**config.mk**
```make
export PLATFORM = sky130hd
export DESIGN_NAME = pll_lock_sequencer
export DESIGN_NICKNAME = d
export VERILOG_FILES = /design/src/rtl/pll_seq_pkg.sv /design/src/rtl/pll_lock_sequencer_sync_2ff.sv /design/src/rtl/pll_lock_sequencer.sv
export SDC_FILE = /design/constraint.sdc
export NUM_CORES = 1
export LEC_CHECK = 0
export CAP_MARGIN = 25
export CORE_ASPECT_RATIO = 0.75
export CORE_MARGIN = 5
export CORE_UTILIZATION = 45
export DETAILED_ROUTE_END_ITERATION = 8
export DONT_BUFFER_PORTS = 1
export PLACE_DENSITY_LB_ADDON = 0.1
export RECOVER_POWER = 25
export SETUP_SLACK_MARGIN = 0.15
export SLEW_MARGIN = 15
export SYNTH_ARGS = -nofsm -noshare
export SYNTH_HDL_FRONTEND = slang
export SYNTH_HIERARCHICAL = 1
export SYNTH_SLANG_ARGS = --single-unit
```
**constraint.sdc**
```tcl
create_clock -name clk -period 3.15 [get_ports clk]
set_input_delay 0.945 -clock clk [delete_from_list [all_inputs] [get_ports clk]]
set_output_delay 0.945 -clock clk [all_outputs]
set_load 0.01 [all_outputs]
```
**src/rtl/pll_seq_pkg.sv**
```systemverilog
// pll_seq_pkg: shared types and helpers for the PLL lock sequencer.
//   seq_state_e : sequencer FSM states
//   RELOCK_W    : width of the saturating relock counter
//   cnt_w()     : counter width for a given cycle limit (at least 1 bit)
package pll_seq_pkg;

  typedef enum logic [2:0] {
    PLL_RST   = 3'd0,
    WAIT_LOCK = 3'd1,
    STABLE    = 3'd2,
    RUN       = 3'd3,
    FAULT     = 3'd4
  } seq_state_e;

  localparam int unsigned RELOCK_W = 32'd8;

  // A counter that runs 0 .. limit-1 needs $clog2(limit) bits; never return 0 bits.
  function automatic int unsigned cnt_w(input int unsigned limit);
    return (limit < 32'd2) ? 32'd1 : $clog2(limit);
  endfunction

endpackage

```
**src/rtl/pll_lock_sequencer_sync_2ff.sv**
```systemverilog
// sync_2ff: two-flop synchronizer bringing the asynchronous PLL LOCK into clk.
//   clk : destination clock
//   rst : asynchronous active-high reset, clears both flops to 0
//   d   : asynchronous input
//   q   : synchronized output, two clk edges of latency
module sync_2ff (
  input  logic clk,
  input  logic rst,
  input  logic d,
  output logic q
);

  logic meta_q, meta_d;
  logic sync_q, sync_d;

  // Next-state for the two synchronizer stages.
  always_comb begin
    meta_d = d;
    sync_d = meta_q;
  end

  // Synchronizer flops.
  always_ff @(posedge clk or posedge rst) begin
    if (rst) begin
      meta_q <= 1'b0;
      sync_q <= 1'b0;
    end else begin
      meta_q <= meta_d;
      sync_q <= sync_d;
    end
  end

  assign q = sync_q;

endmodule

```
**src/rtl/pll_lock_sequencer.sv**
```systemverilog
// pll_lock_sequencer: brings the rPLL up from power-on and gates the system reset.
//   Pulses pll_reset, waits for LOCK, requires it to stay high for a qualification
//   window, then releases sys_reset. A filtered loss of lock in RUN restarts the
//   sequence and bumps a saturating relock counter.
// Ports:
//   clk          : free-running board clock (same net as the PLL input clock)
//   reset        : asynchronous active-high reset
//   pll_lock     : rPLL LOCK, asynchronous to clk
//   pll_reset    : rPLL RESET, active-high
//   sys_reset    : system reset, active-high
//   locked       : high only in RUN
//   relock_count : saturating count of lock losses seen in RUN
//   fault        : retry limit exhausted
// Build option: define PLL_RETRY_LIMIT_EN to enable the retry limit and the terminal
//   FAULT state; without it the sequencer retries forever and fault is tied low.
module pll_lock_sequencer
  import pll_seq_pkg::*;
#(
  parameter int unsigned PLL_RST_CYCLES     = 32'd16,
  parameter int unsigned LOCK_TIMEOUT       = 32'd27000,
  parameter int unsigned LOCK_STABLE_CYCLES = 32'd2700,
  parameter int unsigned LOSS_FILTER        = 32'd4,
  parameter int unsigned MAX_RETRIES        = 32'd7
) (
  input  logic                clk,
  input  logic                reset,
  input  logic                pll_lock,
  output logic                pll_reset,
  output logic                sys_reset,
  output logic                locked,
  output logic [RELOCK_W-1:0] relock_count,
  output logic                fault
);

  // One cycle counter is shared by PLL_RST, WAIT_LOCK and STABLE, so it is sized
  // for the largest of the three limits.
  localparam int unsigned CNT_MAX_A = (PLL_RST_CYCLES > LOCK_TIMEOUT) ? PLL_RST_CYCLES : LOCK_TIMEOUT;
  localparam int unsigned CNT_MAX   = (CNT_MAX_A > LOCK_STABLE_CYCLES) ? CNT_MAX_A : LOCK_STABLE_CYCLES;
  localparam int unsigned CNT_W     = cnt_w(CNT_MAX);
  localparam int unsigned FLT_W     = cnt_w(LOSS_FILTER);

  localparam logic [CNT_W-1:0] RST_LAST = CNT_W'(PLL_RST_CYCLES - 32'd1);
  localparam logic [CNT_W-1:0] TMO_LAST = CNT_W'(LOCK_TIMEOUT - 32'd1);
  localparam logic [CNT_W-1:0] STB_LAST = CNT_W'(LOCK_STABLE_CYCLES - 32'd1);
  localparam logic [FLT_W-1:0] FLT_LAST = FLT_W'(LOSS_FILTER - 32'd1);

  logic                lock_s;
  seq_state_e          state_q, state_d;
  logic [CNT_W-1:0]    cnt_q, cnt_d;
  logic [FLT_W-1:0]    flt_q, flt_d;
  logic [RELOCK_W-1:0] relock_q, relock_d;
  logic                pll_reset_q, pll_reset_d;
  logic                sys_reset_q, sys_reset_d;
  logic                locked_q, locked_d;
`ifdef PLL_RETRY_LIMIT_EN
  localparam int unsigned RETRY_W = cnt_w(MAX_RETRIES);
  localparam logic [RETRY_W-1:0] RETRY_LAST = RETRY_W'(MAX_RETRIES - 32'd1);
  logic [RETRY_W-1:0]  retries_q, retries_d;
  logic                fault_q, fault_d;
`endif

  sync_2ff u_lock_sync (
    .clk (clk),
    .rst (reset),
    .d   (pll_lock),
    .q   (lock_s)
  );

  // Next-state, counter and output decode for the sequencer.
  always_comb begin
    state_d  = state_q;
    cnt_d    = cnt_q;
    flt_d    = {FLT_W{1'b0}};
    relock_d = relock_q;
`ifdef PLL_RETRY_LIMIT_EN
    retries_d = retries_q;
`endif
    case (state_q)
      PLL_RST: begin
        if (cnt_q == RST_LAST) begin
          state_d = WAIT_LOCK;
          cnt_d   = {CNT_W{1'b0}};
        end else begin
          cnt_d = cnt_q + CNT_W'(1'b1);
        end
      end
      WAIT_LOCK: begin
        // A lock seen on the timeout cycle wins over the retry.
        if (lock_s) begin
          state_d = STABLE;
          cnt_d   = {CNT_W{1'b0}};
        end else if (cnt_q == TMO_LAST) begin
          cnt_d = {CNT_W{1'b0}};
`ifdef PLL_RETRY_LIMIT_EN
          if (retries_q == RETRY_LAST) begin
            state_d = FAULT;
          end else begin
            state_d   = PLL_RST;
            retries_d = retries_q + RETRY_W'(1'b1);
          end
`else
          state_d = PLL_RST;
`endif
        end else begin
          cnt_d = cnt_q + CNT_W'(1'b1);
        end
      end
      STABLE: begin
        if (!lock_s) begin
          state_d = WAIT_LOCK;
          cnt_d   = {CNT_W{1'b0}};
        end else if (cnt_q == STB_LAST) begin
          state_d = RUN;
          cnt_d   = {CNT_W{1'b0}};
`ifdef PLL_RETRY_LIMIT_EN
          retries_d = {RETRY_W{1'b0}};
`endif
        end else begin
          cnt_d = cnt_q + CNT_W'(1'b1);
        end
      end
      RUN: begin
        // Only a run of LOSS_FILTER consecutive low cycles counts as a loss.
        if (lock_s) begin
          flt_d = {FLT_W{1'b0}};
        end else if (flt_q == FLT_LAST) begin
          state_d = PLL_RST;
          cnt_d   = {CNT_W{1'b0}};
          flt_d   = {FLT_W{1'b0}};
          if (relock_q != {RELOCK_W{1'b1}}) begin
            relock_d = relock_q + RELOCK_W'(1'b1);
          end else begin
            relock_d = relock_q;
          end
        end else begin
          flt_d = flt_q + FLT_W'(1'b1);
        end
      end
      FAULT: begin
        state_d = FAULT;
      end
      default: begin
        state_d = PLL_RST;
        cnt_d   = {CNT_W{1'b0}};
      end
    endcase

    // Outputs follow the next state so they change on the same edge as the state.
    pll_reset_d = (state_d == PLL_RST) || (state_d == FAULT);
    sys_reset_d = (state_d != RUN);
    locked_d    = (state_d == RUN);
`ifdef PLL_RETRY_LIMIT_EN
    fault_d     = (state_d == FAULT);
`endif
  end

  // State, counters and registered outputs.
  always_ff @(posedge clk or posedge reset) begin
    if (reset) begin
      state_q     <= PLL_RST;
      cnt_q       <= {CNT_W{1'b0}};
      flt_q       <= {FLT_W{1'b0}};
      relock_q    <= {RELOCK_W{1'b0}};
      pll_reset_q <= 1'b1;
      sys_reset_q <= 1'b1;
      locked_q    <= 1'b0;
`ifdef PLL_RETRY_LIMIT_EN
      retries_q   <= {RETRY_W{1'b0}};
      fault_q     <= 1'b0;
`endif
    end else begin
      state_q     <= state_d;
      cnt_q       <= cnt_d;
      flt_q       <= flt_d;
      relock_q    <= relock_d;
      pll_reset_q <= pll_reset_d;
      sys_reset_q <= sys_reset_d;
      locked_q    <= locked_d;
`ifdef PLL_RETRY_LIMIT_EN
      retries_q   <= retries_d;
      fault_q     <= fault_d;
`endif
    end
  end

  assign pll_reset    = pll_reset_q;
  assign sys_reset    = sys_reset_q;
  assign locked       = locked_q;
  assign relock_count = relock_q;
`ifdef PLL_RETRY_LIMIT_EN
  assign fault        = fault_q;
`else
  assign fault        = 1'b0;
`endif

endmodule

```
==> results of run 1 <==
## kinds of logic (layout without fill, tap and decap cells)
logic type	Yosys count	in the layout	share of synthesized area [%]
simple gates	71	71	26.0
fa+ha+maj	3	3	2.15
flops	33	33	47.4
buf+inv	13	17	4.01
xor+xnor	16	16	8.01
compound gates	28	28	11.7
other cells	1	1	0.214
mux	1	1	0.644
## registers in the layout, indices dropped and copies added (netlist names)
name	cells
locked	1
sys_reset	1
cnt_q	15
state_q	3
u_lock_sync/meta_q	1
relock_count	8
pll_reset	1
flt_q	2
u_lock_sync/q	1
## cell usage after synthesis (2+ instances only)
master | number | share of area (%)
sky130_fd_sc_hd__nor2_1 | 6 | 1.3
sky130_fd_sc_hd__nor3b_1 | 3 | 1.3
sky130_fd_sc_hd__and4_1 | 2 | 1.0
sky130_fd_sc_hd__clkbuf_1 | 3 | 0.64
sky130_fd_sc_hd__xnor2_1 | 7 | 3.5
sky130_fd_sc_hd__nand2_1 | 8 | 1.7
sky130_fd_sc_hd__nand3_1 | 15 | 4.3
sky130_fd_sc_hd__inv_1 | 7 | 1.5
sky130_fd_sc_hd__or2_2 | 3 | 1.1
sky130_fd_sc_hd__ha_1 | 3 | 2.1
sky130_fd_sc_hd__nor2b_1 | 4 | 1.4
sky130_fd_sc_hd__o21ai_0 | 4 | 1.1
sky130_fd_sc_hd__or3_1 | 2 | 0.72
sky130_fd_sc_hd__a31oi_1 | 2 | 0.72
sky130_fd_sc_hd__dfstp_2 | 2 | 3.0
sky130_fd_sc_hd__and2_1 | 2 | 0.72
sky130_fd_sc_hd__dfrtp_1 | 31 | 44
sky130_fd_sc_hd__nor3_1 | 3 | 0.86
sky130_fd_sc_hd__nand4_1 | 7 | 2.5
sky130_fd_sc_hd__o211ai_1 | 5 | 2.1
sky130_fd_sc_hd__a21oi_1 | 5 | 1.4
sky130_fd_sc_hd__nand3b_1 | 2 | 0.86
sky130_fd_sc_hd__xor2_1 | 9 | 4.5
sky130_fd_sc_hd__nor4_2 | 2 | 1.4
sky130_fd_sc_hd__a21oi_2 | 10 | 5.0
## final cells by class
| class | instances | share of cell area [%] |
|---|---|---|
| Sequential cell | 33 | 43.5 |
| Multi-Input combinational cell | 120 | 45.0 |
| Inverter | 7 | 1.38 |
| Clock buffer | 7 | 4.53 |
| Clock inverter | 1 | 1.58 |
| Tap cell | 52 | 3.42 |
| Timing Repair Buffer | 2 | 0.591 |
## power groups by stage
stage | registers, mW | logic [mW] | clock network (mW)
5_1_grt | 0.562 | 0.340 | 0.437
2_1_floorplan | 0.532 | 0.308 | 0
4_1_cts | 0.551 | 0.311 | 0.421
3_3_place_gp | 0.556 | 0.310 | 0
6_report | 0.550 | 0.307 | 0.411
3_5_place_dp | 0.559 | 0.308 | 0
## stage by stage
step                      utilization [%]  instance area, µm²  power [mW]  setup WS (ns)  hold WS, ns
after floorplan                         -                1750       0.840           1.27        0.331
after global placement               48.3                1790       0.866           1.04        0.337
after detailed placement             48.3                1790       0.866          0.930        0.346
after CTS                            51.5                1910        1.28          0.934        0.362
after global routing                 51.3                1900        1.34          0.661        0.379
final                                51.3                1900        1.27          0.964        0.355
## routing by layer
metal | wire, µm | vias up | track usage [%]
met3 | 137 | 6 | 4.49
met5 | 0 | - | 0
met1 | 1620 | 604 | 18.2
met4 | 75 | 0 | 8.09
met2 | 1510 | 16 | 20.7
li1 | - | 598 | -
## path summary, 6_finish.rpt
path	startpoint	to	slack [ns]	cells past startpoint
min in group asynchronous	reset	u_lock_sync/meta_q	0.39	1
max reg2reg	cnt_q[4]	cnt_q[11]	0.96	5
min reg2reg	u_lock_sync/meta_q	u_lock_sync/q	0.36	0
max in group asynchronous	reset	cnt_q[4]	1.07	2
min	u_lock_sync/meta_q	u_lock_sync/q	0.36	0
max	cnt_q[4]	cnt_q[11]	0.96	5
## worst reg2reg max path: stages, from the launching register on
cell                      delay [ns]
sky130_fd_sc_hd__dfrtp_1        0.44
sky130_fd_sc_hd__or4_4          0.59
sky130_fd_sc_hd__nor4_2         0.35
sky130_fd_sc_hd__nor2_1         0.15
sky130_fd_sc_hd__nor2_4         0.38
sky130_fd_sc_hd__a21oi_1        0.14
==> qor.csv, run 1 <==
metric,value,unit
outcome,"finished, violations left",
violations,"max-capacitance violations, max-slew violations",
die_area,5250,µm²
clock.fmax,457,MHz
first_pass_grt_wire_length,5520,µm
antenna-diode-count,0,
layout_common_cells,"sky130_fd_sc_hd__dfrtp_1, sky130_fd_sc_hd__nand3_1, sky130_fd_sc_hd__a21oi_2",
pwr-share-comb,24.2,%
totalWireLength,3340,µm
area_growth_syn_to_layout,8.87,%
timing.critical_path.cells,or4_4 > nor4_2 > nor2_1 > nor2_4 > a21oi_1,
postRouteAntennaNets,0,
startpoint_type,register,
synth.yosys.seq_area_share,47.4,%
final_layout_size_suffix_gt1_share,19.4,%
number_of_enable_flip_flop_cells_after_synthesis,0,
cts_resized,0,
power.internal,847,µW
fin_worst_skew,0.00682,ns
mappedNetlistNets,172,
fill_cells,358,
detailedRoute.firstPassIterationCount,4,
dr_total_vias,1224,
drc,0,
instances_no_fill,222,
dp.final_hpwl,2330,µm
grt_usage,14.1,%
postCtsSetupRepairBufs,0,
numPortBuffers,0,
fin_nets,175,
grt_pass1_vias,1171,
syn_area_per_cell,10.5,µm²
cts-root-to-sink-buffers,2,
mappedNetlistArea,1750,µm²
drt-vias-per-instance,5.51,
die_h,64.0,µm
cts.clk_slew.worst_paths,0.06,ns
critPathRequiredTime,3.30,ns
cap_viol_max_count,1,
synth_seq_cells,33,
critical_path_class,reg2reg,
cts_hold_repair.buffers,0,
finalWorstPathRequiredPeriod,2.19,ns
floorplan.die.width,82.0,µm
critical_path_buf_inv_count,0,
io_pins,15,
endpoint_arrival_time_on_the_critical_path,2.34,ns
htree_levels,2,
clkPwrFrac,32.4,%
leading_cell_type_in_the_layout_fill_and_taps_excluded,sky130_fd_sc_hd__dfrtp_1,
multiInputGateArea,857,µm²
worst-slew-pin-transition,1.65,ns
power-per-cell-area,666,nW/µm²
crit_path_max_fanout,13,
max_slew_margin,-10.1,%
cp_top_family,simple AND/OR/NAND/NOR gates,
grt_antenna_before_repair,0,
syn_inst,166,
tritoncts,yes,
irDropWorstVdd,0.330,mV
cpPeakStageDelay,0.59,ns
synth_ff_type,sky130_fd_sc_hd__dfrtp_1,
post-route-period-util,69.4,%
leakagePower,0.764,nW
design.core.area,3710,µm²
hold_violations,0,
p_switching,422,µW
clk-insertion-delay-late,0.29,ns
cts_num_sinks,33,
setup_viol_count_final,0,
post_drt_wl_per_cell,15.1,µm
global_route.overflow_total,0,
start_util,47.2,%
ys_async_sr_fraction,100,%
slowest_stage,sky130_fd_sc_hd__or4_4,
root_buffer_cell,sky130_fd_sc_hd__clkbuf_8,
p_sw_share,33.3,%
final.setup.tns,0,ns
grt_start_max_net_pins,33,
number_of_buffers_inserted_during_clock_tree_synthesis,5,
timing.hold.worst.class,reg2reg,
rsz0062_at_grt,no,
sort_of_element_at_the_end_of_the_critical_path,register,
routabilityCongestion,0.870,
synth.yosys.warnings,6,
seqCellArea,828,µm²
seqPwrFrac,43.4,%
drt_first_iter_violations,53,
dp.cells,214,
final_max_slew_viol_count,32,
synth_cell_types,44,
placement_rows,19,
No activity file was read; power rests on OpenSTA's default activity.
==> run 2, diff against run 1 <==
- clock period: 3.15 -> 2.25 ns (I/O delays scaled with it)
==> qor.csv, run 2 (synthesized netlist as in run 1, its figures left out) <==
metric,value,unit,change
cpPeakStageDelay,0.58,ns,about the same
startpoint_type,register,,
number_of_buffers_inserted_during_clock_tree_synthesis,5,,unchanged
regToRegStartpoint,cnt_q[4],,
critPathRequiredTime,2.40,ns,-0.90 ns
routabilityCongestion,0.854,,-1.9%
cts.clk_slew.worst_paths,0.06,ns,about the same
fin_worst_skew,0.00389,ns,-0.00293 ns
grt_start_max_net_pins,33,,unchanged
max_slew_margin,11.6,%,+22 points
dr_total_vias,1211,,-1.1%
post-route-period-util,88.0,%,+19 points
cp_top_family,simple AND/OR/NAND/NOR gates,,
grt_antenna_before_repair,0,,unchanged
power-per-cell-area,883,nW/µm²,+33%
post_drt_wl_per_cell,15.2,µm,+1.2%
critical_path_buf_inv_count,1,,+1
seqPwrFrac,44.9,%,+1.5 points
reg2reg_setup_slack,0.27,ns,-0.69 ns
dp.cells,216,,+0.93%
detailedRoute.firstPassIterationCount,4,,unchanged
timing.final.ws_setup,0.270,ns,-0.693 ns
placement_rows,19,,unchanged
totalWireLength,3400,µm,+1.6%
timing.critical_path.cells,or4_4 > nor4_2 > nor2_1 > nor2_4 > buf_12 > a21oi_1,,
htree_levels,2,,unchanged
power.internal,1.14,mW,+34%
drt-vias-per-instance,5.43,,-1.5%
timing.hold.worst.class,in2async,,
floorplan.die.width,82.0,µm,unchanged
final_layout_size_suffix_gt1_share,22.2,%,+2.8 points
drc,0,,unchanged
hold-worst-slack,0.139,ns,-0.216 ns
die_h,64.0,µm,unchanged
tritoncts,yes,,
outcome,"finished, final reports clean",,
p_switching,590,µW,+40%
die_area,5250,µm²,unchanged
root_buffer_cell,sky130_fd_sc_hd__clkbuf_8,,
fin_nets,177,,+1.1%
rsz0062_at_grt,yes,,
finalWorstPathRequiredPeriod,1.98,ns,-0.207 ns
final_max_slew_viol_count,0,,-100%
cts_num_sinks,33,,unchanged
area_growth_syn_to_layout,11.7,%,
drt_first_iter_violations,80,,+51%
critical_path_class,reg2reg,,
endpoint_arrival_time_on_the_critical_path,2.13,ns,-0.21 ns
first_pass_grt_wire_length,6140,µm,+11%
p_sw_share,34.2,%,+0.92 points
instances_no_fill,223,,+0.45%
antenna-diode-count,0,,unchanged
cts-root-to-sink-buffers,2,,unchanged
pwr-share-comb,30.1,%,+5.9 points
global_route.overflow_total,0,,unchanged
layout_common_cells,"sky130_fd_sc_hd__dfrtp_1, sky130_fd_sc_hd__nand3_1, sky130_fd_sc_hd__a21oi_2",,
numPortBuffers,0,,unchanged
setup_viol_count_final,0,,unchanged
final.setup.tns,0,ns,unchanged
clk-insertion-delay-late,0.27,ns,-0.02 ns
crit_path_max_fanout,13,,unchanged
start_util,47.2,%,unchanged
io_pins,15,,unchanged
leading_cell_type_in_the_layout_fill_and_taps_excluded,sky130_fd_sc_hd__dfrtp_1,,
irDropWorstVdd,0.518,mV,+57%
rr_worst_depth,6,,+1
clkPwrFrac,24.9,%,-7.5 points
max_ffs_per_register,15,,unchanged
hold_violations,0,,unchanged
rr_endpoint,cnt_q[9],,
leakagePower,0.796,nW,+4.2%
dp.final_hpwl,2350,µm,+0.81%
preCtsSetupSlack,0.261,ns,-0.669 ns
grt_pass1_vias,1234,,+5.4%
worst-slew-pin-transition,1.33,ns,-0.326 ns
postRouteAntennaNets,0,,unchanged
regMostFlops,cnt_q,,
cap_viol_max_count,0,,-1
grt_usage,15.2,%,+1.1 points
design.core.area,3710,µm²,unchanged
sort_of_element_at_the_end_of_the_critical_path,register,,
clock.fmax,505,MHz,+10%
postCtsSetupRepairBufs,0,,unchanged
slowest_stage,sky130_fd_sc_hd__or4_4,,
-- run 2: cell type report --
| type | count | area (µm²) |
|---|---|---|
| inverters | 7 | 26.3 |
| clock buffers | 7 | 86.3 |
| well taps | 52 | 65.1 |
| fillers | 360 | 1760 |
| multi-input cells | 120 | 885 |
| repair buffers | 4 | 60.1 |
| flip-flops and latches | 33 | 831 |
-- run 2: metal layers --
metal	track usage, %	up-vias	part of all wire, %
li1	-	604	-
met1	22.8	586	52
met2	21.5	17	43
met3	4.49	4	3.8
met4	3.11	0	1.1
met5	0	-	0
-- run 2: how the worst max path moves through the flow --
stage,slack [ns],from,endpoint,depth (start not counted)
after floorplan,0.37,cnt_q[12],cnt_q[12],6
after global placement,0.33,cnt_q[12],cnt_q[11],6
after detailed placement,0.26,cnt_q[4],cnt_q[10],6
after CTS,0.25,cnt_q[4],cnt_q[10],6
after global routing,0.10,reset,cnt_q[3],2
final,0.27,cnt_q[4],cnt_q[9],6
-- run 2: power groups by stage --
stage / logic (mW) / registers (mW) / clock network (mW)
2_1_floorplan: 0.432 / 0.745 / 0
3_3_place_gp: 0.512 / 0.777 / 0
3_5_place_dp: 0.518 / 0.781 / 0
4_1_cts: 0.522 / 0.773 / 0.450
5_1_grt: 0.580 / 0.792 / 0.479
6_report: 0.520 / 0.775 / 0.430
-- run 2: timing repair --
item                                    in CTS  in global routing
hold buffers                                 0                  0
endpoints found under the setup margin       0                 13
resized for setup                            0                  5
-- run 2: per-stage QoR --
stage               cell area (µm²)  total power, mW  util [%]
floorplan                      1750             1.18         -
global placement               1840             1.29      49.7
detailed placement             1840             1.30      49.7
CTS                            1930             1.74      52.1
global route                   1950             1.85      52.7
finish                         1950             1.73      52.7
==> run 3, diff against run 2 <==
- CORE_MARGIN: 5 -> not set
==> qor.csv, run 3 (synthesized netlist as in run 1, its figures left out) <==
metric,value,unit,change
postRouteAntennaNets,0,,unchanged
cts_hold_repair.buffers,0,,unchanged
timing.critical_path.to,cnt_q[9],,
floorplan.die.width,74.0,µm,-9.8%
global_route.overflow_total,0,,unchanged
antenna-diode-count,0,,unchanged
tritoncts,yes,,
reg2reg_setup_slack,0.27,ns,about the same
area_growth_syn_to_layout,9.30,%,
grt_start_max_net_pins,33,,unchanged
final.setup.tns,0,ns,unchanged
final_design_area_no_fill,1910,µm²,-2.1%
startpoint_type,register,,
cts.clk_slew.worst_paths,0.07,ns,about the same
drt_first_iter_violations,76,,-5.0%
fin_worst_skew,0.00631,ns,+0.00242 ns
drt-vias-per-instance,5.44,,+0.17%
dpl-instance-area,1810,µm²,-1.8%
leakagePower,0.770,nW,-3.2%
die_area,4140,µm²,-21%
regMostFlops,cnt_q,,
finalWorstPathRequiredPeriod,1.98,ns,+0.00374 ns
rsz0062_at_grt,no,,
post-route-period-util,88.1,%,+0.17 points
rr_endpoint,cnt_q[9],,
dr_total_vias,1213,,+0.17%
critPathRequiredTime,2.40,ns,about the same
grt_antenna_before_repair,0,,unchanged
max_ffs_per_register,15,,unchanged
placement_rows,19,,unchanged
power-per-cell-area,911,nW/µm²,+3.1%
drc,0,,unchanged
dp.final_hpwl,2200,µm,-6.3%
die_h,56.0,µm,-13%
final_layout_size_suffix_gt1_share,21.6,%,-0.58 points
crit_start,cnt_q[4],,
totalWireLength,3150,µm,-7.4%
regToRegStartpoint,cnt_q[4],,
leading_cell_type_in_the_layout_fill_and_taps_excluded,sky130_fd_sc_hd__dfrtp_1,,
setup_viol_count_final,0,,unchanged
clock.fmax,504,MHz,-0.19%
design.core.area,3680,µm²,-0.64%
number_of_buffers_inserted_during_clock_tree_synthesis,5,,unchanged
grt_usage,18.4,%,+3.2 points
first_pass_grt_wire_length,5630,µm,-8.3%
hold_violations,0,,unchanged
layout_common_cells,"sky130_fd_sc_hd__dfrtp_1, sky130_fd_sc_hd__nand3_1, sky130_fd_sc_hd__a21oi_2",,
crit_path_max_fanout,13,,unchanged
outcome,"finished, final reports clean",,
root_buffer_cell,sky130_fd_sc_hd__clkbuf_8,,
cts_num_sinks,33,,unchanged
worst-slew-pin-transition,0.765,ns,-0.561 ns
post_drt_wl_per_cell,14.1,µm,-7.4%
cap_viol_max_count,0,,unchanged
numPortBuffers,0,,unchanged
start_util,47.5,%,+0.30 points
routabilityCongestion,0.786,,-8.0%
endpoint_arrival_time_on_the_critical_path,2.14,ns,about the same
timing.hold.worst.class,in2async,,
multiInputGateArea,857,µm²,-3.1%
rr_worst_depth,6,,unchanged
clk-insertion-delay-late,0.29,ns,+0.02 ns
max_slew_margin,49.0,%,+37 points
sort_of_element_at_the_end_of_the_critical_path,register,,
htree_levels,2,,unchanged
io_pins,15,,unchanged
critical_path_class,reg2reg,,
grt_pass1_vias,1196,,-3.1%
fin_nets,176,,-0.56%
cts-root-to-sink-buffers,2,,unchanged
final_max_slew_viol_count,0,,unchanged
detailedRoute.firstPassIterationCount,4,,unchanged
seqCellArea,830,µm²,-0.15%
irDropWorstVdd,0.437,mV,-16%
fill_cells,346,,-3.9%
## run 3: cell count changes in the layout (fill, tap and decap cells not counted), sizes merged
cell          previous run  this run
clkinv                   0         1
dlymetal6s4s             1         0
buf                      3         2
clkbuf                   7         8
## run 3: metrics by stage
| stage | power (mW) | util [%] | instances | setup WS (ns) | hold slack [ns] |
|---|---|---|---|---|---|
| 2_1_floorplan | 1.18 | - | 166 | 0.365 | 0.331 |
| 3_3_place_gp | 1.26 | 49.2 | 215 | 0.318 | 0.334 |
| 3_5_place_dp | 1.27 | 49.2 | 215 | 0.245 | 0.343 |
| 4_1_cts | 1.77 | 51.9 | 223 | 0.240 | 0.108 |
| 5_1_grt | 1.85 | 51.9 | 223 | 0.155 | 0.111 |
| 6_report | 1.74 | 51.9 | 223 | 0.267 | 0.117 |
## run 3: where the power goes
part           internal [mW]  switching [mW]
clock network          0.276           0.212
registers              0.679          0.0887
logic                  0.195           0.291
total                   1.15           0.592
## run 3: per-layer routing
layer  routed length (µm)  track usage (%)
met1                 1680             26.5
met2                 1280             24.5
met3                  114             5.80
met4                   68             9.07
met5                    0                0
## run 3: worst max-delay path: stages, from the launching register on
cell and delay (ns):
sky130_fd_sc_hd__dfrtp_2 0.44, sky130_fd_sc_hd__or4_4 0.58, sky130_fd_sc_hd__nor4_4 0.31, sky130_fd_sc_hd__o22ai_2 0.14
sky130_fd_sc_hd__nor2_4 0.14, sky130_fd_sc_hd__buf_12 0.16, sky130_fd_sc_hd__a21oi_1 0.08
## run 3: worst min-delay path by stage
stage / start / endpoint / slack [ns] / depth (start not counted)
4_1_cts: reset / u_lock_sync/q / 0.11 / 1
3_3_place_gp: u_lock_sync/meta_q / u_lock_sync/q / 0.33 / 0
2_1_floorplan: u_lock_sync/meta_q / u_lock_sync/q / 0.33 / 0
6_report: reset / u_lock_sync/q / 0.12 / 1
3_5_place_dp: u_lock_sync/meta_q / u_lock_sync/q / 0.34 / 0
5_1_grt: reset / u_lock_sync/q / 0.11 / 1
## run 3: final cells by class
type | instances | share of cell area [%]
inverter | 7 | 1.37
clock buffer | 7 | 5.04
timing repair buffer | 3 | 1.70
multi-input combinational | 120 | 44.8
clock inverter | 1 | 0.262
sequential | 33 | 43.4
tap | 52 | 3.40
## run 3: repair_timing
item                                    4_1_cts  5_1_grt
gates resized for setup                       0        1
setup buffers                                 0        0
endpoints found under the setup margin        0        4
